==> src/rtl/arb_32_8.sv <==
// Four-requester word arbiter that serializes the winning 32-bit word MSB byte first.
// Define ARB_32_8_FIXED_PRIO_EN for fixed priority (req[0] highest) instead of round-robin.
module arb_32_8 (
  input  logic         clk,
  input  logic         reset,
  input  logic [3:0]   req,
  input  logic [127:0] in_data128,
  output logic [3:0]   gnt,
  output logic [7:0]   out_data8,
  output logic         out8,
  output logic         busy
);

  typedef enum logic {StIdle, StSend} state_e;

  state_e      state_q, state_d;
  logic [1:0]  cnt_q, cnt_d;
  logic [1:0]  ptr_q, ptr_d;
  logic [31:0] shift_q, shift_d;

  logic        arb_pt;
  logic [1:0]  win;
  logic        win_vld;

`ifdef ARB_32_8_FIXED_PRIO_EN
  always_comb begin
    win     = 2'd0;
    win_vld = |req;
    for (int i = 3; i >= 0; i--) begin
      if (req[i]) win = 2'(i);
    end
  end
`else
  logic [1:0] idx;

  // First requester at or after ptr, wrapping mod 4.
  always_comb begin
    win     = 2'd0;
    win_vld = 1'b0;
    idx     = 2'd0;
    for (int k = 0; k < 4; k++) begin
      idx = ptr_q + 2'(k);
      if (!win_vld && req[idx]) begin
        win     = idx;
        win_vld = 1'b1;
      end
    end
  end
`endif

  assign arb_pt = (state_q == StIdle) || (cnt_q == 2'd3);

  always_comb begin
    state_d = state_q;
    cnt_d   = (state_q == StSend) ? cnt_q + 2'd1 : 2'd0;
    shift_d = {shift_q[23:0], 8'h00};
    ptr_d   = ptr_q;
    gnt     = 4'b0000;
    if (arb_pt) begin
      cnt_d = 2'd0;
      if (win_vld) begin
        state_d = StSend;
        shift_d = in_data128[{win, 5'b00000} +: 32];
        ptr_d   = win + 2'd1;
        // Grant is visible during the cycle whose closing edge captures the word.
        gnt     = reset ? (4'b0001 << win) : 4'b0000;
      end else begin
        state_d = StIdle;
        shift_d = 32'h0;
      end
    end
  end

  always_ff @(posedge clk or negedge reset) begin
    if (!reset) begin
      state_q <= StIdle;
      cnt_q   <= 2'd0;
      ptr_q   <= 2'd0;
      shift_q <= 32'h0;
    end else begin
      state_q <= state_d;
      cnt_q   <= cnt_d;
      ptr_q   <= ptr_d;
      shift_q <= shift_d;
    end
  end

  assign busy      = (state_q == StSend);
  assign out8      = busy;
  assign out_data8 = out8 ? shift_q[31:24] : 8'h00;

endmodule

==> config.mk <==
export PLATFORM = sky130hd
export DESIGN_NAME = arb_32_8
export DESIGN_NICKNAME = d
export VERILOG_FILES = /design/src/rtl/arb_32_8.sv
export SDC_FILE = /design/constraint.sdc
export NUM_CORES = 1
export LEC_CHECK = 0
export BUFFER_PORTS_ARGS = -buffer_cell sky130_fd_sc_hd__buf_4
export CAP_MARGIN = 20
export CORE_UTILIZATION = 28
export CTS_CLUSTER_DIAMETER = 50
export DETAILED_ROUTE_END_ITERATION = 10
export PLACE_DENSITY = 0.66
export REMOVE_ABC_BUFFERS = 1
export SYNTH_ARGS = -nofsm -noshare
export SYNTH_HDL_FRONTEND = slang
export SYNTH_SLANG_ARGS = --single-unit
==> constraint.sdc <==
create_clock -name clk -period 1.85 [get_ports clk]
set_input_delay 0.0925 -clock clk [delete_from_list [all_inputs] [get_ports clk]]
set_output_delay 0.0925 -clock clk [all_outputs]
set_load 0.05 [all_outputs]
======== After elaboration in Yosys (flattened, before gate mapping) ========
Cells that the tools add are included.
cells by class
  eq/ne operators ......................... 1
  magnitude comparators ................... 4
  $add $sub $neg .......................... 5
  bitwise logic cells ..................... 1
  mux-type cells .......................... 25
  shifts and indexed selects .............. 2
  reductions and logical operators ........ 8
operator list
  kind                 number
  $shiftx 128x8->32    1
  $mux 32              2
  $lt 2x3->1 const B   4
  $mux 2               6
  $mux 4               3
  $mux 1               9
  $bmux 1 s2           4
  $mux 8               1
  $add 2x1->2 const B  3
  $add 2x2->2 const B  2
  $shl 1x2->4 const A  1
  $logic_and 1x1->1    3
  $logic_not 1->1      3
  $eq 2x2->1 const B   1
  $reduce_and 2->1     1
  $logic_or 1x1->1     1
  $not 1->1            1
storage, ports and cells
  input bits .............................. 134
  output and inout port bits .............. 14
  register bits ........................... 37
  word-level logic and storage cells ...... 50

======== Longest topological paths before layout ========
Gate-level depths: netlist (run 1).
  depth in word-level cells ............... 16
  gate-level depth with buffers ........... 8
  gate-level depth less buffers ........... 5

======== Least setup slack after synthesis (run 1) ========
Ideal clock, no wire load.
  path kind ............................... register to output
  start ................................... register ptr_q[0]
  end ..................................... output port gnt[0]
  path buffers ............................ 3
  required time ........................... 1.757 ns
  setup slack ............................. -0.402 ns
  data arrival time ....................... 2.159 ns
  cell stages (with the launch flop) ...... 9
  cells stage by stage .................... dfrtp_1 > nand2b_2 > a21boi_4 > or3_1 > buf_2 > buf_6 > buf_6 > nand3_1 > nor2_1
between the ends
  cells in the longest elaborated chain, start to end .. 16
  elaborated cells on any way between the ends .. 29
  those cells by class .................... add/sub (3); shift (1); mux (19); reduce/logical (6)
ends and longest elaborated chain
  item                                                                  line  RTL
  start: declaration                                                    18    logic [1:0] ptr_q, ptr_d;
  start signal: assignment                                              83    ptr_q <= ptr_d;
  parallel branches: the longest is 14 deep, another holds $add 2x1->2  -
  $mux 4 (*)                                                            61    if (win_vld) begin
  $mux 4 (*)                                                            59    if (arb_pt) begin
  end: declaration                                                      8     output logic [3:0] gnt,
Every way passes the cells marked *. The select of a mux whose other input is x is not followed.

======== Final worst setup path (run 1) ========
  start ................................... register ptr_q[1]
  end ..................................... output port gnt[2]
Same word-level chain as after synthesis.

==> flow_summary.ini, run 1 <==
[detailed_routing]
dr.pass1.iters = 4
drt_wl_total_um = 8100
avgViaCountPerCell = 5.06
vias = 2551
drt_iter0_drc = 83
route.detailed.drc = 0
wl_per_cell_um = 16.1
detail-route-antenna-nets = 0

[synthesis]
yosysMostFrequentCell = mux2i_1
synth_fa_ha_area_share_pct = 0.517
syn_area_sq_um = 2420
seq_area_frac_synth_pct = 38.3
async_flop_share_pct = 100
synthSimpleGateAreaFrac_pct = 12.2
synthCells = 236
synth_top_family_by_area = multiplexers
ys.flop_type = dfrtp_1
synth.distinct_cells = 29
synthMuxAreaShare_pct = 23.2
synthTopCellsByArea = dfrtp_1, mux2i_1, o221ai_1
yosysWarnings = 0
synthXorXnorAreaFrac_pct = 0.362
synth_compound_area_share_pct = 20.6
synth-edff-count = 0
ys_ff_latch = 37
synth.top_cells.by_count = mux2i_1, dfrtp_1, nand2_1, o221ai_1, a211oi_1
syn_area_per_cell_sq_um = 10.2
netlist.area_leader.share_pct = 38.3
synth.largest_area_cell = dfrtp_1

[setup_path]
crit_fanout = 5
cp_data_required_time_ns = 1.76
cp_slowest_stage_delay_ns = 0.43
worstPathArrival_ns = 1.83
worstPathCellList = a21oi_1 > nor3_2 > or3_4 > buf_6 > nor2_2 > buf_6
startpoint_type = flop
critPathBufInv = 2
critPathTopFamily = simple AND/OR/NAND/NOR gates
cp_slowest_cell = dfrtp_1
end_kind = primary output
criticalPathCategory = flop to primary output
critical_path.most_common_cell = buf_6

[sta]
period_share_pct = 104
fin_skew_ns = 0.00343
clock.fmax_mhz = 519
rsz0062_at_grt = yes
fin_crit_ns = 1.93
finalSetupViolCount = 3
worst_slack_ns = -0.0751
finalHoldViolations = 0
slew_headroom_pct = 69.6
drv_slew = 0
tightest_slew_ns = 0.456
hold-worst-slack_ns = 0.120

[place]
preCtsSetupSlack_ns = -0.0740
place_inst = 486
gp_congestion = 0.752
numPortBuffers = 147
dp_hpwl_um = 5640

[min_path]
min_path_type = input port to flop

[grt]
antenna_found_initial = 0
grt-ovfl-total = 0
grt_max_degree = 36
grt_pass1_vias = 2498
grt_pass1_wl_um = 11800
gr-usage-all-layers_pct = 17.1

[layout]
diodes = 0
final_layout_size_suffix_gt1_share_pct = 52.9
nNetsFinal = 533
stdcell_count = 504
post-route-util_pct = 49.1
fill_cells = 764
syn2layout_area_growth_pct = 68.3

[outcome]
run_status = finished with violations
violations = setup timing

[cts]
cts_tree = yes
path_clk_slew_ns = 0.08
cts_sinks = 37
root_buffer = clkbuf_8
htreeDepth = 2
ctsLongestPathBuffers = 2
cts_buffers = 5
clock_latency_ns = 0.28

[floorplan]
die_area_sq_um = 9010
rows = 33
core_region_area_sq_um = 8300
ios = 148
die_x_um = 94.9
initial_core_util_pct = 29.1
die_y_um = 94.9

[power_and_ir_drop]
vdd_drop_max_mv = 0.621
leakagePower_nw = 2.02
cellPowerDensity_nw_per_um2 = 1310
finalPower_mw = 5.33

[run]
cap_violations = 0
[stage by stage]
step / cell area (sq um) / setup TNS, ns
final: 4070 / -0.145
after global routing: 4070 / -0.931
after CTS: 3930 / -0.0265
after detailed placement: 3690 / -0.464
after global placement: 3690 / 0
after floorplan: 2310 / -51.46
[sequential cells by signal, indices dropped and copies added, names as in the netlist]
name and flops:
busy 1, cnt_q 2, ptr_q 2, shift_q 32
[per-layer routing]
layer / GRT usage (%) / wire (um)
met1: 20.8 / 3430
met2: 31.8 / 4040
met3: 3.22 / 587
met4: 2.27 / 38
met5: 0 / 0
[path summary, 6_finish.rpt]
kind,start,endpoint,slack [ns],depth (start not counted)
max,ptr_q[1],gnt[2],-0.08,6
min,in_data128[124],shift_q[28],0.12,3
max reg2reg,ptr_q[0],shift_q[2],0,6
min reg2reg,cnt_q[0],cnt_q[0],0.45,1
max in group asynchronous,reset,shift_q[23],1.01,3
min in group asynchronous,reset,ptr_q[1],0.19,2
[layout make-up]
class	instances	area, sq um	area share, %
multi-input combinational	179	1500	36.9
clock buffer	5	68.8	1.69
clock inverter	3	65.1	1.60
tap	105	131	3.23
inverter	2	7.51	0.184
sequential	37	926	22.7
timing repair buffer	173	1370	33.6
[kinds of logic after synthesis]
family | Yosys count
simple gates | 62
buf+inv | 20
compound gates | 59
xor+xnor | 1
flops | 37
mux | 56
fa+ha+maj | 1
[tightest hold or removal path, stage by stage]
cell and delay [ns]:
buf_4 0.08, mux2i_1 0.05, o221ai_1 0.15
[power breakdown]
part	total, mW	leakage (nW)	switching [mW]	internal [mW]
registers	1.20	0.481	0.0926	1.10
clock network	0.834	0.0681	0.299	0.536
logic	3.30	1.47	1.80	1.50
[placed cells by master, fill, tap and decap left out, drive strengths merged, types with 2 or more instances in the layout]
cell type and instances:
or3 2, nand2b 5, mux2i 56, nor3 4
o31a 8, a211oi 17, bufinv 2, o21ai 2
dfrtp 37, clkbuf 5, inv 2, and2 9
buf 172, nand3 3, a21oi 4, o221ai 25
nand2 30, nor2 8
[repair_timing]
item | in CTS | in global routing
hold buffers | 1 | 0
pin swaps | 2 | 5
setup buffers | 5 | 4
endpoints found under the setup margin | 17 | 28
resized for setup | 14 | 25
endpoints found under the hold margin | 37 | 0
Power figures use the tool's default switching activity.
==> run 2, diff against run 1 <==
Settings changed: PLACE_DENSITY 0.66 to 0.62.
==> run 2 against run 1 <==
Effect of this change: via count down 1.8%; power down 4.4%; critical endpoint is now gnt[3]; the flow now finishes without violations; final area down 0.28%; critical path type unchanged; non-clock buffer count up 1; critical path depth unchanged; routed wire length down 3.7%; flip-flop and latch count unchanged; clock power down 30%; sequential power about the same.
==> flow_summary.ini, run 2 (synthesis results as in run 1) <==
[outcome]
run_status = completed

[layout]
layout_common_cells = buf_4, mux2i_1, dfrtp_1
nNetsFinal = 534
final_layout_size_suffix_gt1_share_pct = 51.4
fill_cells = 786
syn2layout_area_growth_pct = 67.9
top_regs = shift_q: 32 flops, cnt_q: 2 flops, ptr_q: 2 flops
top_register = shift_q
post-route-util_pct = 48.9
largest_reg_flops = 32
diodes = 0
final_common_cell = buf_4

[floorplan]
die_x_um = 94.9
initial_core_util_pct = 29.1
core_region_area_sq_um = 8300
rows = 33
die_area_sq_um = 9010
ios = 148
die_y_um = 94.9

[detailed_routing]
drt_wl_total_um = 7800
avgViaCountPerCell = 4.97
drt_iter0_drc = 83
route.detailed.drc = 0
vias = 2505
detail-route-antenna-nets = 0
wl_per_cell_um = 15.5
dr.pass1.iters = 4

[sta]
rsz0062_at_grt = yes
slew_headroom_pct = 71.3
tightest_slew_ns = 0.429
clock.fmax_mhz = 546
finalSetupViolCount = 0
timing.setup.tns_ns = 0
period_share_pct = 99.0
hold-worst-slack_ns = 0.115
drv_slew = 0
fin_skew_ns = 0.00842
fin_crit_ns = 1.83
finalHoldViolations = 0

[cts]
htreeDepth = 2
clock_latency_ns = 0.29
root_buffer = clkbuf_8
cts_tree = yes
cts_sinks = 37
path_clk_slew_ns = 0.07
cts_buffers = 5
ctsLongestPathBuffers = 2

[setup_path]
startpoint_type = flop
criticalPathCategory = flop to primary output
r2r_end = shift_q[10]
end_kind = primary output
crit_fanout = 6
rrSetupSlack_ns = 0.06
cp_data_required_time_ns = 1.76
r2r_cells = 7
r2r_start = ptr_q[0]
worstPathArrival_ns = 1.74

[grt]
antenna_found_initial = 0
grt_pass1_vias = 2608
grt_max_degree = 32
grt_pass1_wl_um = 12300
gr-usage-all-layers_pct = 17.8
grt-ovfl-total = 0

[place]
numPortBuffers = 147
dp_hpwl_um = 5860
gp_congestion = 0.868

[power_and_ir_drop]
vdd_drop_max_mv = 0.564
leakagePower_nw = 2.02
cellPowerDensity_nw_per_um2 = 1260

[min_path]
min_path_type = input port to flop
hold_start = in_data128[109]
hold_depth = 3
whs_endpoint = shift_q[13]

[run]
cap_violations = 0
[run 2: cell types whose count changed in the layout (fill, tap and decap cells not counted), sizes merged]
cell and delta:
clkbuf +1, bufinv -2, clkinvlp +1, clkinv -1, buf +1
[run 2: through the flow]
step	setup WS, ns	power (mW)	std cells	cell area (sq um)
floorplan	-1.89	3.16	218	2310
global placement	0.0619	4.14	489	3730
detailed placement	-0.00593	4.21	489	3730
CTS	-0.0412	5.10	502	4020
global route	-0.0564	5.49	504	4060
finish	0.0184	5.10	504	4060
[run 2: repair_timing]
action	4_1_cts	5_1_grt
setup buffers	5	2
pin swaps	9	7
hold endpoints to repair	6	0
hold buffers	1	0
resized for setup	32	7
endpoints found under the setup margin	5	36
[run 2: area by class of cell]
| class | instances | area (sq um) | share of cell area, % |
|---|---|---|---|
| Clock buffer | 6 | 82.6 | 2.03 |
| Clock inverter | 1 | 7.51 | 0.185 |
| Multi-Input combinational cell | 179 | 1490 | 36.7 |
| Inverter | 2 | 7.51 | 0.185 |
| Sequential cell | 37 | 927 | 22.8 |
| Timing Repair Buffer | 174 | 1410 | 34.8 |
| Tap cell | 105 | 131 | 3.24 |
[run 2: report_power, final]
part / internal, mW / total [mW] / switching [mW] / leakage [nW]
clock: 0.295 / 0.580 / 0.285 / 0.0433
sequential: 1.11 / 1.20 / 0.0981 / 0.480
combinational: 1.55 / 3.31 / 1.76 / 1.50
total: 2.96 / 5.10 / 2.14 / 2.02
[run 2: routing by layer]
metal	global-route usage, %	up-vias	wire length [um]
li1	-	1223	-
met1	21.8	1170	3350
met2	31.2	106	3810
met3	3.46	6	544
met4	5.56	0	90
met5	0	-	0
[run 2: critical path: stages, from the launching register on]
cell and delay (ns):
dfrtp_1 0.42, a21oi_2 0.17, nor3_2 0.06, or3_4 0.40
buf_12 0.15, nor2_4 0.10, buf_6 0.16
[run 2: how the worst max path moves through the flow]
stage,start,to,cells past startpoint
6_report,ptr_q[1],gnt[3],6
5_1_grt,ptr_q[0],gnt[3],8
4_1_cts,ptr_q[0],gnt[3],8
3_5_place_dp,ptr_q[0],shift_q[1],6
3_3_place_gp,ptr_q[0],shift_q[1],6
2_1_floorplan,ptr_q[0],gnt[0],5
==> run 3, diff against run 2 <==
Settings changed: CORE_ASPECT_RATIO from default to 0.75, PLACE_DENSITY 0.62 to default, PLACE_DENSITY_LB_ADDON from default to 0.1.
==> run 3 against run 2 <==
Effect of this change: final cell count up 0.99%; power grew 5.7%; critical path depth unchanged; flip-flop and latch count unchanged; routed wire length is 2.2% higher; first-iteration DRC count is 9.6% higher; via count shrank 1.6%; largest power group unchanged.
==> flow_summary.ini, run 3 (synthesis results as in run 1) <==
[floorplan]
ios = 148
initial_core_util_pct = 29.8
die_area_sq_um = 9020
rows = 28
die_x_um = 109
die_y_um = 82.5
core_region_area_sq_um = 8130

[power_and_ir_drop]
vdd_drop_max_mv = 0.622
leakagePower_nw = 2.05
cellPowerDensity_nw_per_um2 = 1330

[setup_path]
criticalPathCategory = flop to primary output
crit_cells = 6
worstPathCellList = a21oi_2 > nor3_1 > or3_1 > buf_6 > nor2_2 > buf_6
critPathBufInv = 2
r2r_cells = 7
worstPathArrival_ns = 1.74
r2r_start = ptr_q[1]
r2r_end = shift_q[3]
cp_data_required_time_ns = 1.76
startpoint_type = flop
crit_fanout = 5
cp_slowest_cell = dfrtp_2
critPathTopFamily = simple AND/OR/NAND/NOR gates
critical_path.most_common_cell = buf_6
end_kind = primary output
rrSetupSlack_ns = 0.03
cp_slowest_stage_delay_ns = 0.44

[layout]
final_layout_size_suffix_gt1_share_pct = 50.5
syn2layout_area_growth_pct = 68.0
postLayoutCellArea_sq_um = 4060
top_regs = shift_q: 32 flops, cnt_q: 2 flops, ptr_q: 2 flops
diodes = 0
final_common_cell = buf_4
layout_common_cells = buf_4, mux2i_1, dfrtp_1
post-route-util_pct = 50.0
fill_cells = 783
largest_reg_flops = 32
top_register = shift_q
nNetsFinal = 538

[detailed_routing]
wl_per_cell_um = 15.7
dr.pass1.iters = 4
detail-route-antenna-nets = 0
route.detailed.drc = 0
drt_iter0_drc = 91
drt_wl_total_um = 7970
vias = 2464
avgViaCountPerCell = 4.84

[cts]
path_clk_slew_ns = 0.06
cts_buffers = 5
htreeDepth = 2
clock_latency_ns = 0.28
cts_sinks = 37
cts_tree = yes
ctsLongestPathBuffers = 2
root_buffer = clkbuf_16

[min_path]
min_path_type = input port to flop
hold_depth = 3
hold_start = in_data128[126]
whs_endpoint = shift_q[30]

[grt]
antenna_found_initial = 0
grt_pass1_wl_um = 11900
grt_max_degree = 38
grt-ovfl-total = 0
gr-usage-all-layers_pct = 17.7
grt_pass1_vias = 2369

[sta]
fin_crit_ns = 1.83
fin_skew_ns = 0.00238
drv_slew = 0
finalHoldViolations = 0
period_share_pct = 99.2
tightest_slew_ns = 0.512
rsz0062_at_grt = yes
clock.fmax_mhz = 545
slew_headroom_pct = 65.9
finalSetupViolCount = 0

[run]
cap_violations = 0

[place]
numPortBuffers = 147
place_area_sq_um = 3740
gp_congestion = 0.770
dp_hpwl_um = 5810

[outcome]
run_status = completed
## run 3: cell types whose count changed in the layout (fill, tap and decap cells not counted), moves of 3 or more
| cell | before | now |
|---|---|---|
| clkbuf_8 | 6 | 1 |
| buf_4 | 160 | 169 |
| clkbuf_16 | 0 | 5 |
| buf_12 | 5 | 2 |
| buf_8 | 3 | 0 |
## run 3: per-stage QoR
step	hold slack (ns)	setup WS, ns	power, mW	setup TNS [ns]	cells
3_5_place_dp	0.248	-0.0711	4.20	-0.0711	492
4_1_cts	0.119	0.00457	5.35	0	507
6_report	0.119	0.0151	5.39	0	509
5_1_grt	0.131	-0.0430	5.74	-0.171	509
2_1_floorplan	-0.203	-1.89	3.16	-51.46	218
3_3_place_gp	0.246	-0.0608	4.17	-0.0608	492
## run 3: report_power, final
group	leakage [nW]	switching [mW]	internal [mW]
registers	0.480	0.0922	1.11
clock network	0.0841	0.334	0.674
logic	1.49	1.72	1.46
## run 3: area by class of cell
type	instances	area [sq um]	share of cell area [%]
Tap cell	105	131	3.23
Clock buffer	7	143	3.51
Timing Repair Buffer	178	1390	34.1
Inverter	2	7.51	0.185
Sequential cell	37	927	22.8
Multi-Input combinational cell	179	1440	35.4
Clock inverter	1	30.0	0.739
## run 3: repair_timing
action | 4_1_cts | 5_1_grt
setup endpoints to repair | 6 | 32
buffers inserted | 6 | 2
pin swaps | 4 | 3
gates cloned | 0 | 0
hold buffers | 1 | 0
endpoints found under the hold margin | 37 | 0
gates resized for setup | 8 | 13
## run 3: worst max-delay path by stage
stage	to	slack [ns]	from
after floorplan	gnt[0]	-1.89	ptr_q[0]
after global routing	gnt[3]	-0.04	ptr_q[1]
after CTS	gnt[0]	0.005	ptr_q[0]
after global placement	shift_q[5]	-0.06	ptr_q[0]
final	gnt[3]	0.02	ptr_q[1]
after detailed placement	shift_q[5]	-0.07	ptr_q[0]
## run 3: worst min-delay path, cell delays in order
cell	delay, ns
buf_4	0.08
mux2i_1	0.06
o221ai_1	0.13
## run 3: routing by layer
metal | global-route usage, % | share of wire (%) | up-vias
li1 | - | - | 1231
met1 | 24.2 | 47 | 1113
met2 | 27.8 | 43 | 113
met3 | 4.79 | 9.0 | 7
met4 | 4.80 | 0.78 | 0
met5 | 0 | 0 | -
